File: src/rtl/lfsr_pkg.sv
// Shared constants, candidate tap table and FSM encoding for the LFSR decryptor.
package lfsr_pkg;

    localparam int N_TAPS    = 6;
    localparam int CT_BASE   = 64;
    localparam int PRE_MIN   = 7;
    localparam int MSG_BYTES = 64;
    localparam int TRY_LEN   = 7;

    localparam logic [7:0] PRE_CHAR  = 8'h5F;
    localparam logic [5:0] PRE_MASK6 = 6'h1F;

    // Candidates are tried in this order; the first one that matches wins.
    localparam logic [5:0] TAP_TABLE [N_TAPS] = '{6'h21, 6'h2D, 6'h30, 6'h33, 6'h36, 6'h39};

    typedef enum logic [2:0] {
        IDLE,
        SEED,
        TRY,
        RELOAD,
        RUN,
        DONE,
        FAIL
    } state_t;

endpackage

File: src/rtl/lfsr6_ld.sv
// 6-bit Fibonacci-style LFSR with parallel load; load takes priority over advance.
module lfsr6_ld (
    input  logic       clk,
    input  logic       rst,
    input  logic       load,
    input  logic [5:0] load_val,
    input  logic [5:0] taps,
    input  logic       adv,
    output logic [5:0] state
);

    logic [5:0] state_q;
    logic [5:0] state_d;

    always_comb begin
        state_d = state_q;
        if (load) begin
            state_d = load_val;
        end else if (adv) begin
            state_d = {state_q[4:0], ^(state_q & taps)};
        end
    end

    always_ff @(posedge clk or posedge rst) begin
        if (rst) begin
            state_q <= '0;
        end else begin
            state_q <= state_d;
        end
    end

    assign state = state_q;

endmodule

File: src/rtl/lfsr_decrypt.sv
// Recovers the LFSR seed and taps from a known '_' preamble, then decrypts the
// 64-byte ciphertext at CT_BASE into memory starting at address 0, preamble stripped.
module lfsr_decrypt
    import lfsr_pkg::*;
#(
    parameter int DW = 8,
    parameter int AW = 8
) (
    input  logic          clk,
    input  logic          init,
    input  logic          start,
    output logic [AW-1:0] raddr,
    input  logic [DW-1:0] data_out,
    output logic          write_en,
    output logic [AW-1:0] waddr,
    output logic [DW-1:0] data_in,
    output logic          done,
    output logic          found,
    output logic [5:0]    taps_found
);

    state_t     state_q, state_d;
    logic [2:0] t_q, t_d;
    logic [2:0] i_q, i_d;
    logic [5:0] k_q, k_d;
    logic [5:0] j_q, j_d;
    logic [5:0] seed_q, seed_d;
    logic [5:0] taps_found_q, taps_found_d;
    logic       in_pre_q, in_pre_d;

    logic [5:0]    lfsr;
    logic [5:0]    cur_taps;
    logic [5:0]    lfsr_ld_val;
    logic          lfsr_ld;
    logic          lfsr_adv;
    logic          rd_en;
    logic [5:0]    rd_off;
    logic          we;
    logic [DW-1:0] plain;
    logic          pre_match;

    assign cur_taps  = TAP_TABLE[t_q];
    assign plain     = data_out ^ DW'(lfsr);
    assign pre_match = (data_out[5:0] ^ lfsr) == PRE_MASK6;

    lfsr6_ld u_lfsr (
        .clk      (clk),
        .rst      (init),
        .load     (lfsr_ld),
        .load_val (lfsr_ld_val),
        .taps     (cur_taps),
        .adv      (lfsr_adv),
        .state    (lfsr)
    );

    always_comb begin
        state_d      = state_q;
        t_d          = t_q;
        i_d          = i_q;
        k_d          = k_q;
        j_d          = j_q;
        seed_d       = seed_q;
        taps_found_d = taps_found_q;
        in_pre_d     = in_pre_q;
        lfsr_ld      = 1'b0;
        lfsr_ld_val  = seed_q;
        lfsr_adv     = 1'b0;
        rd_en        = 1'b0;
        rd_off       = '0;
        we           = 1'b0;

        case (state_q)
            IDLE: begin
                if (start) state_d = SEED;
            end
            SEED: begin
                rd_en        = 1'b1;
                seed_d       = data_out[5:0] ^ PRE_MASK6;
                lfsr_ld      = 1'b1;
                lfsr_ld_val  = data_out[5:0] ^ PRE_MASK6;
                t_d          = '0;
                i_d          = '0;
                taps_found_d = '0;
                state_d      = TRY;
            end
            TRY: begin
                rd_en  = 1'b1;
                rd_off = {3'b000, i_q};
                if (pre_match) begin
                    lfsr_adv = 1'b1;
                    if (i_q == 3'(TRY_LEN - 1)) begin
                        taps_found_d = cur_taps;
                        state_d      = RELOAD;
                    end else begin
                        i_d = i_q + 3'd1;
                    end
                end else begin
                    // Candidate rejected: rewind to the seed and try the next taps.
                    lfsr_ld = 1'b1;
                    i_d     = '0;
                    if (t_q == 3'(N_TAPS - 1)) begin
                        state_d = FAIL;
                    end else begin
                        t_d = t_q + 3'd1;
                    end
                end
            end
            RELOAD: begin
                lfsr_ld  = 1'b1;
                k_d      = '0;
                j_d      = '0;
                in_pre_d = 1'b1;
                state_d  = RUN;
            end
            RUN: begin
                rd_en    = 1'b1;
                rd_off   = k_q;
                lfsr_adv = 1'b1;
                // Only the leading run of '_' after the minimum preamble is dropped.
                if (k_q >= 6'(PRE_MIN) && !(in_pre_q && plain == DW'(PRE_CHAR))) begin
                    in_pre_d = 1'b0;
                    we       = 1'b1;
                    j_d      = j_q + 6'd1;
                end
                if (k_q == 6'(MSG_BYTES - 1)) begin
                    state_d = DONE;
                end else begin
                    k_d = k_q + 6'd1;
                end
            end
            DONE, FAIL: begin
                if (start) state_d = SEED;
            end
            default: state_d = IDLE;
        endcase
    end

    always_ff @(posedge clk or posedge init) begin
        if (init) begin
            state_q      <= IDLE;
            t_q          <= '0;
            i_q          <= '0;
            k_q          <= '0;
            j_q          <= '0;
            seed_q       <= '0;
            taps_found_q <= '0;
            in_pre_q     <= 1'b0;
        end else begin
            state_q      <= state_d;
            t_q          <= t_d;
            i_q          <= i_d;
            k_q          <= k_d;
            j_q          <= j_d;
            seed_q       <= seed_d;
            taps_found_q <= taps_found_d;
            in_pre_q     <= in_pre_d;
        end
    end

    assign raddr      = rd_en ? (AW'(CT_BASE) + AW'(rd_off)) : '0;
    assign write_en   = we;
    assign waddr      = we ? AW'(j_q) : '0;
    assign data_in    = we ? plain : '0;
    assign done       = (state_q == DONE) || (state_q == FAIL);
    assign found      = (state_q == DONE);
    assign taps_found = taps_found_q;

endmodule

File: config.mk
export PLATFORM = sky130hd
export DESIGN_NAME = lfsr_decrypt
export DESIGN_NICKNAME = d
export VERILOG_FILES = /design/src/rtl/lfsr_pkg.sv /design/src/rtl/lfsr6_ld.sv /design/src/rtl/lfsr_decrypt.sv
export SDC_FILE = /design/constraint.sdc
export NUM_CORES = 1
export LEC_CHECK = 0
export BUFFER_PORTS_ARGS = -buffer_cell sky130_fd_sc_hd__buf_2
export CAP_MARGIN = 20
export CORE_UTILIZATION = 55
export DETAILED_ROUTE_END_ITERATION = 10
export HOLD_SLACK_MARGIN = 0.08
export PLACE_DENSITY = 0.86
export SYNTH_ARGS = -nofsm -noshare
export SYNTH_HDL_FRONTEND = slang
export SYNTH_SLANG_ARGS = --single-unit
File: constraint.sdc
create_clock -name clk -period 2.5 [get_ports clk]
set_input_delay 0.5 -clock clk [delete_from_list [all_inputs] [get_ports clk]]
set_output_delay 0.5 -clock clk [all_outputs]
set_load 0.01 [all_outputs]
==> results.md, run 1 <==
| Quantity | Reported | Unit |
|---|---|---|
| Drt via density | 5.88 | - |
| Total wirelength of the detailed-routed design | 5.95 | mm |
| Area of the core | 0.00412 | mm^2 |
| Worst-path fanout max | 7 | - |
| Top routing layer used | met4 | - |
| Number of cell instances on the worst register-to-register path | 6 | - |
| Maximum ir drop on the vdd rail | 485 | uV |
| Fraction of final layout cells sized beyond drive strength 1 | 0.285 | - |
| Endpoints failing setup | 0 | - |
| Detailed-route wire length on metal 1 | 2.62 | mm |
| Initial cell density of the core | 0.590 | - |
| Biggest area contributors in the synthesized netlist | sky130_fd_sc_hd__dfrtp_1, sky130_fd_sc_hd__xnor2_1, sky130_fd_sc_hd__o21ai_0 | - |
| Ant diodes | 0 | - |
| Count of mapped cells out of synthesis | 265 | - |
| Tot Pwr | 3.21 | mW |
| PD cells | 1060 | mW/mm^2 |
| Req. time, crit path | 2000 | ps |
| Number of antenna violations at the first check in global routing | 0 | - |
| Leakage dissipation | 1.46 | nW |
| Clock tree sinks | 40 | - |
| Sequential group share of total power | 0.338 | - |
| Worst-Skew Late Latency | 300 | ps |
| Category of the critical setup timing path | register to output pin | - |
| Fin cells | 376 | - |
| Relative contribution of combinational cells to total power | 0.498 | - |
| Yosys warning count | 0 | - |
| Layout Nets | 343 | - |
| First-pass GRT wire length | 9.70 | mm |
| Vertical extent of the die | 68.5 | um |
| Class of the worst hold path | input port to asynchronous set/reset pin | - |
| Critical Path Source | k_q[0] | - |
| Number of I/O pins | 44 | - |
| Final HPWL DP | 3.98 | mm |
| Number of global-route vias before repair | 2131 | - |
| Worst-case setup slack after placement | -44.4 | ps |
| Hold buffers post-CTS | 0 | - |
| FFs w/ async S/R, synth | 1.00 | - |
| Port Buffer Count | 40 | - |
| Detailed-route via count | 2212 | - |
| Clock tree from TritonCTS | yes | - |
| Filler cell count | 326 | - |
| Least setup slack across all paths after layout | 76.1 | ps |
| Count of standard-cell rows | 23 | - |
| Result of the run | finished clean | - |
| Synthesized area | 0.00243 | mm^2 |
| Full die area | 0.00469 | mm^2 |
| P&R area growth vs syn | 24.6 | % |
| Global Route Usage Sum | 0.283 | - |
| Crit path launch type | register | - |
| Reg2Reg Setup Slack | 330 | ps |
| Largest buffer count on any clock path | 2 | - |
| Actual slew at the worst max-slew pin | 661 | ps |
| Count of flip-flops with a built-in enable after synthesis | 0 | - |
| Final Cycle Share | 0.970 | - |
| Final Hold Fails | 0 | - |
| Die Span X | 68.5 | um |
| Sequential-to-total area share from yosys stat | 0.412 | - |
| Antenna violation net count after detailed routing | 0 | - |
| Fmax achieved | 413 | MHz |
| Root buf cell | sky130_fd_sc_hd__clkbuf_8 | - |
| Dominant cell by count in the synthesized netlist | sky130_fd_sc_hd__dfrtp_1 | - |
| Internal power summed over all cells | 1.87 | mW |
| Share of Yosys cell area claimed by the top area cell type | 0.412 | - |
| Met3 routed wirelength | 246 | um |
| Number of distinct library cells after synthesis | 51 | - |
| DR iter-0 viols | 137 | - |
| Final critical delay including setup and external delays | 2420 | ps |
| Length of the first detailed-routing pass in iterations | 4 | - |
| Detailed-route wire length per cell | 15.8 | um |
| Clock slew at reported path FFs | 80 | ps |
| Number of max-cap violations | 0 | - |
| Max H-tree Level | 2 | - |
| Total clock buffers created by CTS | 5 | - |
| Terminus of the critical flop-to-flop path | taps_found[0] | - |
| Post-Place Cells | 354 | - |
| Crit path to | waddr[4] | - |
| Per-instance average area after synthesis | 9.17 | um^2 |
| Clock Skews | 5.18 | ps |
| Biggest area consumer among synthesized cells | sky130_fd_sc_hd__dfrtp_1 | - |
| Routed length on met2 | 2.97 | mm |
| Sw Pwr | 1.34 | mW |
| Most common flop cell mapped by yosys | sky130_fd_sc_hd__dfrtp_1 | - |
| Worst reg2reg startpoint | u_lfsr.state[3] | - |
| Total congestion overflow after global routing | 0 | - |
| Pin count of the biggest net entering global routing | 41 | - |
| Commonest cells post-synth | sky130_fd_sc_hd__dfrtp_1, sky130_fd_sc_hd__nand2_1, sky130_fd_sc_hd__nor2_1 | - |
| Worst Setup End Kind | output pin | - |
| Global placement routability congestion | 0.918 | - |
| CP Data Arrival Time | 1920 | ps |
| Drc violations | 0 | - |
| Clock group share of total power | 0.163 | - |
| Relative max-transition margin | 0.559 | - |
| Switching Share | 0.418 | - |
| Synthesized flop and latch total | 40 | - |
| Count of final max-slew check failures | 0 | - |
==> final cells by class <==
cell class	instances	area [um^2]	area share
multi-input combinational	207	1440	0.474
sequential	40	1010	0.332
timing repair buffer	62	382	0.126
clock buffer	6	72.6	0.0240
tap	50	62.6	0.0207
clock inverter	2	35.0	0.0116
inverter	9	33.8	0.0112
==> cells by family (layout without fill, tap and decap cells) <==
family                   Yosys count  after routing  synth area share
AND/OR/NAND/NOR                  103            104             0.222
AO/OA/AOI/OAI                     64             65             0.178
flip-flops                        40             40             0.412
buffers and inverters             22             79            0.0407
XOR/XNOR                          15             15            0.0541
multiplexers                      13             13            0.0551
adder cells (fa/ha/maj)            7              7            0.0360
other                              1              3           0.00154
==> placed cells by master (no fill, tap or decap), types with 6 or more instances in the layout <==
| master | n |
|---|---|
| sky130_fd_sc_hd__a21oi_1 | 9 |
| sky130_fd_sc_hd__and2_1 | 7 |
| sky130_fd_sc_hd__and3_1 | 9 |
| sky130_fd_sc_hd__buf_2 | 40 |
| sky130_fd_sc_hd__buf_4 | 20 |
| sky130_fd_sc_hd__dfrtp_1 | 36 |
| sky130_fd_sc_hd__ha_1 | 6 |
| sky130_fd_sc_hd__inv_1 | 9 |
| sky130_fd_sc_hd__mux2i_1 | 10 |
| sky130_fd_sc_hd__nand2_1 | 23 |
| sky130_fd_sc_hd__nand2b_1 | 6 |
| sky130_fd_sc_hd__nand3_1 | 12 |
| sky130_fd_sc_hd__nor2_1 | 23 |
| sky130_fd_sc_hd__o21ai_0 | 21 |
| sky130_fd_sc_hd__xnor2_1 | 10 |
==> registers in the layout, summed over array words and instances (netlist names) <==
name / count
i_q: 3
in_pre_q: 1
j_q: 6
k_q: 6
seed_q: 6
state_q: 3
t_q: 3
taps_found: 6
u_lfsr.state: 6
==> how the worst min path moves through the flow <==
stage / start / to / slack, ps / cells after the start
2_1_floorplan: in_pre_q / in_pre_q / 450 / 1
3_3_place_gp: taps_found[5] / taps_found[5] / 460 / 1
3_5_place_dp: taps_found[5] / taps_found[5] / 460 / 1
4_1_cts: init / state_q[0] / 330 / 3
5_1_grt: init / seed_q[4] / 370 / 3
6_report: init / seed_q[4] / 330 / 3
==> power by group through the flow <==
stage | combinational (mW) | clock, mW | sequential, mW
after global routing | 1.78 | 0.555 | 1.12
after CTS | 1.49 | 0.537 | 1.09
after detailed placement | 1.39 | 0 | 1.10
final | 1.60 | 0.525 | 1.09
after global placement | 1.33 | 0 | 1.08
after floorplan | 1.09 | 0 | 0.988
==> repair_timing <==
item                                    CTS  global route
endpoints found under the hold margin     0             0
gates cloned                              2             0
endpoints found under the setup margin   14             7
buffers inserted                          6             6
pin swaps                                 4             6
gates resized for setup                  12             6
==> stage by stage <==
step | hold WS (ps) | utilization | area, um^2 | TNS (ps)
global placement | 455 | 0.659 | 2710 | 0
CTS | 334 | 0.714 | 2940 | 0
detailed placement | 461 | 0.659 | 2710 | -240
global route | 373 | 0.735 | 3030 | -1.64
finish | 327 | 0.735 | 3030 | 0
floorplan | 449 | - | 2440 | 0
==> per-layer routing <==
| layer | track usage | vias up |
|---|---|---|
| met2 | 0.479 | 66 |
| li1 | - | 1069 |
| met1 | 0.346 | 1065 |
| met3 | 0.0517 | 12 |
| met5 | 0 | - |
| met4 | 0.133 | 0 |
==> critical path, stage by stage, from the launching register on <==
cell	delay, ps
sky130_fd_sc_hd__dfrtp_1	400
sky130_fd_sc_hd__ha_2	190
sky130_fd_sc_hd__and2_4	180
sky130_fd_sc_hd__o41a_1	370
sky130_fd_sc_hd__buf_4	170
sky130_fd_sc_hd__and3_1	170
sky130_fd_sc_hd__buf_2	140
Note: power is estimated with default switching activity, not from simulation.
==> inputs of run 2 (changes only) <==
- CORE_UTILIZATION: 55 -> 25
- PLACE_DENSITY: 0.86 -> 0.49
==> results.md, run 2 (synthesis gave the netlist of run 1 again) <==
| Quantity | Reported | Unit |
|---|---|---|
| Result of the run | finished clean | - |
| Initial cell density of the core | 0.260 | - |
| Crit path launch type | register | - |
| Fmax achieved | 419 | MHz |
| Hold_ws | 332 | ps |
| Actual slew at the worst max-slew pin | 833 | ps |
| Worst-path fanout max | 6 | - |
| Port Buffer Count | 40 | - |
| Pin count of the biggest net entering global routing | 41 | - |
| Critical Path Source | u_lfsr.state[2] | - |
| Count of final max-slew check failures | 0 | - |
| Final cell area excluding filler cells | 0.00307 | mm^2 |
| Tot Pwr | 3.03 | mW |
| Fraction of final layout cells sized beyond drive strength 1 | 0.268 | - |
| Post-detailed-placement cell area | 0.00285 | mm^2 |
| Class of the worst hold path | input port to asynchronous set/reset pin | - |
| Final Cycle Share | 0.955 | - |
| CP Data Arrival Time | 1890 | ps |
| Number of cell instances on the worst register-to-register path | 6 | - |
| Number of I/O pins | 44 | - |
| PD cells | 987 | mW/mm^2 |
| Post-Place Cells | 438 | - |
| Drt via density | 4.56 | - |
| Total clock buffers created by CTS | 5 | - |
| Final HPWL DP | 4.55 | mm |
| Hold buffers post-CTS | 0 | - |
| Die Span X | 101 | um |
| Clock tree sinks | 40 | - |
| Detailed-route wire length per cell | 13.8 | um |
| Number of antenna violations at the first check in global routing | 0 | - |
| Detailed-route via count | 2085 | - |
| Worst-case setup slack after placement | 181 | ps |
| Sum Neg Setup Slack | 0 | ps |
| Category of the critical setup timing path | register to output pin | - |
| Filler cell count | 986 | - |
| Global Route Usage Sum | 0.134 | - |
| Most used cells in the layout excluding fill and tap cells | sky130_fd_sc_hd__dfrtp_1, sky130_fd_sc_hd__buf_2, sky130_fd_sc_hd__buf_4, sky130_fd_sc_hd__nor2_1, sky130_fd_sc_hd__nand2_1 | - |
| Final Hold Fails | 0 | - |
| Worst-Skew Late Latency | 290 | ps |
| Ant diodes | 0 | - |
| RSZ-0062 raised after global routing | no | - |
| Worst Setup End Kind | output pin | - |
| Final critical delay including setup and external delays | 2390 | ps |
| Vertical extent of the die | 101 | um |
| Largest buffer count on any clock path | 2 | - |
| First-pass GRT wire length | 10.5 | mm |
| Leakage dissipation | 1.45 | nW |
| Clock slew at reported path FFs | 80 | ps |
| Number of global-route vias before repair | 2112 | - |
| Number of max-cap violations | 0 | - |
| Length of the first detailed-routing pass in iterations | 4 | - |
| Least setup slack across all paths after layout | 112 | ps |
| Req. time, crit path | 2000 | ps |
| Count of standard-cell rows | 35 | - |
| Endpoints failing setup | 0 | - |
| Fin cells | 457 | - |
| Total congestion overflow after global routing | 0 | - |
| Antenna violation net count after detailed routing | 0 | - |
| Root buf cell | sky130_fd_sc_hd__clkbuf_8 | - |
| P&R area growth vs syn | 26.2 | % |
| DR iter-0 viols | 63 | - |
| Full die area | 0.0101 | mm^2 |
| Area of the core | 0.00933 | mm^2 |
| Worst reg2reg startpoint | u_lfsr.state[3] | - |
| Global placement routability congestion | 0.789 | - |
| Final design utilization | 0.329 | - |
| Relative max-transition margin | 0.441 | - |
| Max H-tree Level | 2 | - |
| Total wirelength of the detailed-routed design | 6.33 | mm |
| Maximum ir drop on the vdd rail | 280 | uV |
| Layout Nets | 345 | - |
| Drc violations | 0 | - |
| Clock Skews | 2.53 | ps |
| Clock tree from TritonCTS | yes | - |
-- run 2: changes by cell type in the layout (fill, tap and decap cells not counted), sizes merged --
cell    previous run  this run
buf               62        65
clkinv             1         0
bufinv             1         0
clkbuf             6         8
nand3             14        13
-- run 2: final timing paths --
check                                     end  slack [ps]
worst max-delay path               data_in[6]         110
worst min-delay path                seed_q[5]         330
worst max register to register  taps_found[0]         290
worst min register to register  taps_found[5]         480
max in group asynchronous              t_q[2]        1810
min in group clk                    seed_q[2]         460
-- run 2: report_power, final --
part           switching, mW  internal [mW]  leakage, nW
Combinational          0.857          0.677        0.880
Sequential             0.187          0.851        0.524
Clock                  0.229          0.225       0.0455
-- run 2: cell type report --
class | count | area [um^2] | area share
multi-input combinational | 206 | 1380 | 0.450
timing repair buffer | 65 | 400 | 0.131
tap | 129 | 161 | 0.0526
sequential | 40 | 1000 | 0.326
clock buffer | 8 | 90.1 | 0.0294
inverter | 9 | 33.8 | 0.0110
-- run 2: worst max-delay path, stage by stage (launching register included) --
cell and delay (ps):
sky130_fd_sc_hd__dfrtp_1 400, sky130_fd_sc_hd__xnor2_1 200, sky130_fd_sc_hd__nor4b_4 340, sky130_fd_sc_hd__nand3_2 160, sky130_fd_sc_hd__buf_4 190, sky130_fd_sc_hd__and3_1 170
sky130_fd_sc_hd__buf_2 130
-- run 2: metal layers --
metal	track usage	wire (um)	up-vias
li1	-	-	1055
met1	0.176	3050	990
met2	0.226	3050	35
met3	0.0243	169	5
met4	0.0346	51	0
met5	0	0	-
-- run 2: timing repair --
item                       CTS  global route
pin swaps                    4             1
cloned                       1             0
setup buffers               10             0
setup endpoints to repair   12            10
gates resized for setup      5             2
==> inputs of run 3 (changes only) <==
--- a/config.mk
+++ b/config.mk
@@ -10,4 +10,5 @@
 export CORE_UTILIZATION = 25
 export DETAILED_ROUTE_END_ITERATION = 10
+export GPL_TIMING_DRIVEN = 1
 export HOLD_SLACK_MARGIN = 0.08
 export PLACE_DENSITY = 0.49
==> constraint.sdc (replaced) <==
create_clock -name clk -period 2.5 [get_ports clk]
set_input_delay 0.375 -clock clk [delete_from_list [all_inputs] [get_ports clk]]
set_output_delay 0.375 -clock clk [all_outputs]
set_load 0.01 [all_outputs]
==> results.md, run 3 (synthesis gave the netlist of run 1 again) <==
| Quantity | Reported | Unit |
|---|---|---|
| Fmax achieved | 419 | MHz |
| Clock slew at reported path FFs | 80 | ps |
| Relative max-transition margin | 0.393 | - |
| Global Route Usage Sum | 0.135 | - |
| Total clock buffers created by CTS | 5 | - |
| Routed length on met2 | 3.04 | mm |
| Sw Pwr | 1.28 | mW |
| Depth of the critical timing path with buffers and inverters included | 6 | - |
| Series of cell instances along the critical path | xnor2_1 -> nor4b_4 -> nand3_4 -> nand2_8 -> nor2_1 -> buf_2 | - |
| Reg2Reg Setup Slack | 320 | ps |
| Critical Path Source | u_lfsr.state[2] | - |
| Post-Place Cells | 430 | - |
| Worst-Skew Late Latency | 300 | ps |
| Leakage dissipation | 1.38 | nW |
| Largest buffer count on any clock path | 2 | - |
| Relative contribution of combinational cells to total power | 0.465 | - |
| Total wirelength of the detailed-routed design | 6.44 | mm |
| Worst Setup End Kind | output pin | - |
| Count of standard-cell rows | 35 | - |
| Ant diodes | 0 | - |
| Class of the worst hold path | input port to asynchronous set/reset pin | - |
| Worst path max stage delay | 470 | ps |
| Filler cell count | 992 | - |
| Hold buffers post-CTS | 0 | - |
| Detailed-route wire length on metal 1 | 3.06 | mm |
| Area of the core | 0.00933 | mm^2 |
| Result of the run | finished clean | - |
| Fin cells | 443 | - |
| Category of cells accounting for the largest share of critical-path delay | simple AND/OR/NAND/NOR gates | - |
| P&R area growth vs syn | 22.6 | % |
| Worst reg2reg startpoint | u_lfsr.state[2] | - |
| Full die area | 0.0101 | mm^2 |
| Maximum ir drop on the vdd rail | 300 | uV |
| Clock Skews | 12.5 | ps |
| Top routing layer used | met4 | - |
| Switching Share | 0.427 | - |
| Global placement routability congestion | 0.787 | - |
| Layout Nets | 331 | - |
| Bufs and invs on worst path | 1 | - |
| Root buf cell | sky130_fd_sc_hd__clkbuf_8 | - |
| Antenna violation net count after detailed routing | 0 | - |
| Final design utilization | 0.319 | - |
| Category of the critical setup timing path | register to output pin | - |
| Met3 routed wirelength | 264 | um |
| Sequential group share of total power | 0.357 | - |
| Port Buffer Count | 40 | - |
| Least setup slack across all paths after layout | 115 | ps |
| Pin count of the biggest net entering global routing | 41 | - |
| Count of final max-slew check failures | 0 | - |
| Initial cell density of the core | 0.260 | - |
| Crit path launch type | register | - |
| Terminus of the critical flop-to-flop path | state_q[2] | - |
| Internal power summed over all cells | 1.72 | mW |
| Worst-case setup slack after placement | 247 | ps |
| Number of I/O pins | 44 | - |
| CP Data Arrival Time | 2010 | ps |
| Req. time, crit path | 2120 | ps |
| Total congestion overflow after global routing | 0 | - |
| Fraction of final layout cells sized beyond drive strength 1 | 0.245 | - |
| Vertical extent of the die | 101 | um |
| Max H-tree Level | 2 | - |
| Actual slew at the worst max-slew pin | 904 | ps |
| Endpoints failing setup | 0 | - |
| Most used cells in the layout excluding fill and tap cells | sky130_fd_sc_hd__dfrtp_1, sky130_fd_sc_hd__buf_2, sky130_fd_sc_hd__nand2_1, sky130_fd_sc_hd__nor2_1, sky130_fd_sc_hd__o21ai_0 | - |
| Clock tree from TritonCTS | yes | - |
| Final Cycle Share | 0.954 | - |
| Final critical delay including setup and external delays | 2390 | ps |
| PD cells | 1010 | mW/mm^2 |
| Length of the first detailed-routing pass in iterations | 4 | - |
| Clock tree sinks | 40 | - |
| Drc violations | 0 | - |
| Number of max-cap violations | 0 | - |
| Final Hold Fails | 0 | - |
| Worst-path fanout max | 10 | - |
| Crit path to | data_in[1] | - |
| Number of cell instances on the worst register-to-register path | 6 | - |
| First-pass GRT wire length | 10.8 | mm |
| Detailed-route via count | 2085 | - |
| DR iter-0 viols | 67 | - |
| Clock group share of total power | 0.178 | - |
| Number of antenna violations at the first check in global routing | 0 | - |
| Number of global-route vias before repair | 2120 | - |
| Final HPWL DP | 4.55 | mm |
| Slowest stage cell on the critical path | sky130_fd_sc_hd__nor4b_4 | - |
| Die Span X | 101 | um |
| Detailed-route wire length per cell | 14.5 | um |
| Drt via density | 4.71 | - |
## run 3: changes by cell type in the layout (fill, tap and decap cells not counted), sizes merged
cell      change
nand3         +1
clkinvlp      +1
bufinv        +1
buf          -15
clkbuf        -2
o41a          -1
clkinv        +1
## run 3: repair_timing
action / CTS / global route
pin swaps: 0 / 3
buffers inserted: 0 / 4
setup endpoints to repair: 8 / 15
gates cloned: 0 / 1
gates resized for setup: 2 / 8
## run 3: power groups by stage
stage	clock, mW	sequential, mW	combinational, mW
after floorplan	0	0.988	1.09
after global placement	0	1.07	1.35
after detailed placement	0	1.08	1.38
after CTS	0.559	1.07	1.38
after global routing	0.586	1.11	1.62
final	0.534	1.07	1.40
## run 3: routing by layer
metal	GRT usage	vias to the layer above
met1	0.179	997
li1	-	1031
met4	0.0446	0
met5	0	-
met2	0.222	51
met3	0.0229	6
## run 3: layout make-up
class | instances | area (um^2) | area share
Sequential cell | 40 | 1000 | 0.336
Multi-Input combinational cell | 206 | 1390 | 0.467
Clock buffer | 5 | 68.8 | 0.0231
Tap cell | 129 | 161 | 0.0542
Clock inverter | 3 | 42.5 | 0.0143
Timing Repair Buffer | 51 | 280 | 0.0941
Inverter | 9 | 33.8 | 0.0113
## run 3: how the worst min path moves through the flow
stage | endpoint | slack, ps | cells past startpoint
after floorplan | in_pre_q | 450 | 1
after global placement | taps_found[5] | 470 | 1
after detailed placement | taps_found[5] | 470 | 1
after CTS | i_q[0] | 230 | 3
after global routing | seed_q[5] | 260 | 3
final | seed_q[5] | 210 | 3
## run 3: tightest hold or removal path: stages
cell                    delay [ps]
sky130_fd_sc_hd__buf_2          90
sky130_fd_sc_hd__inv_1          40
sky130_fd_sc_hd__buf_4         450
## run 3: metrics by stage
step	setup TNS (ps)	power, mW	instance area (um^2)	hold WS [ps]
2_1_floorplan	0	2.08	2440	449
3_3_place_gp	0	2.43	2790	471
3_5_place_dp	0	2.46	2790	468
4_1_cts	0	3.01	2910	233
5_1_grt	-37.1	3.32	2980	264
6_report	0	3.01	2980	207
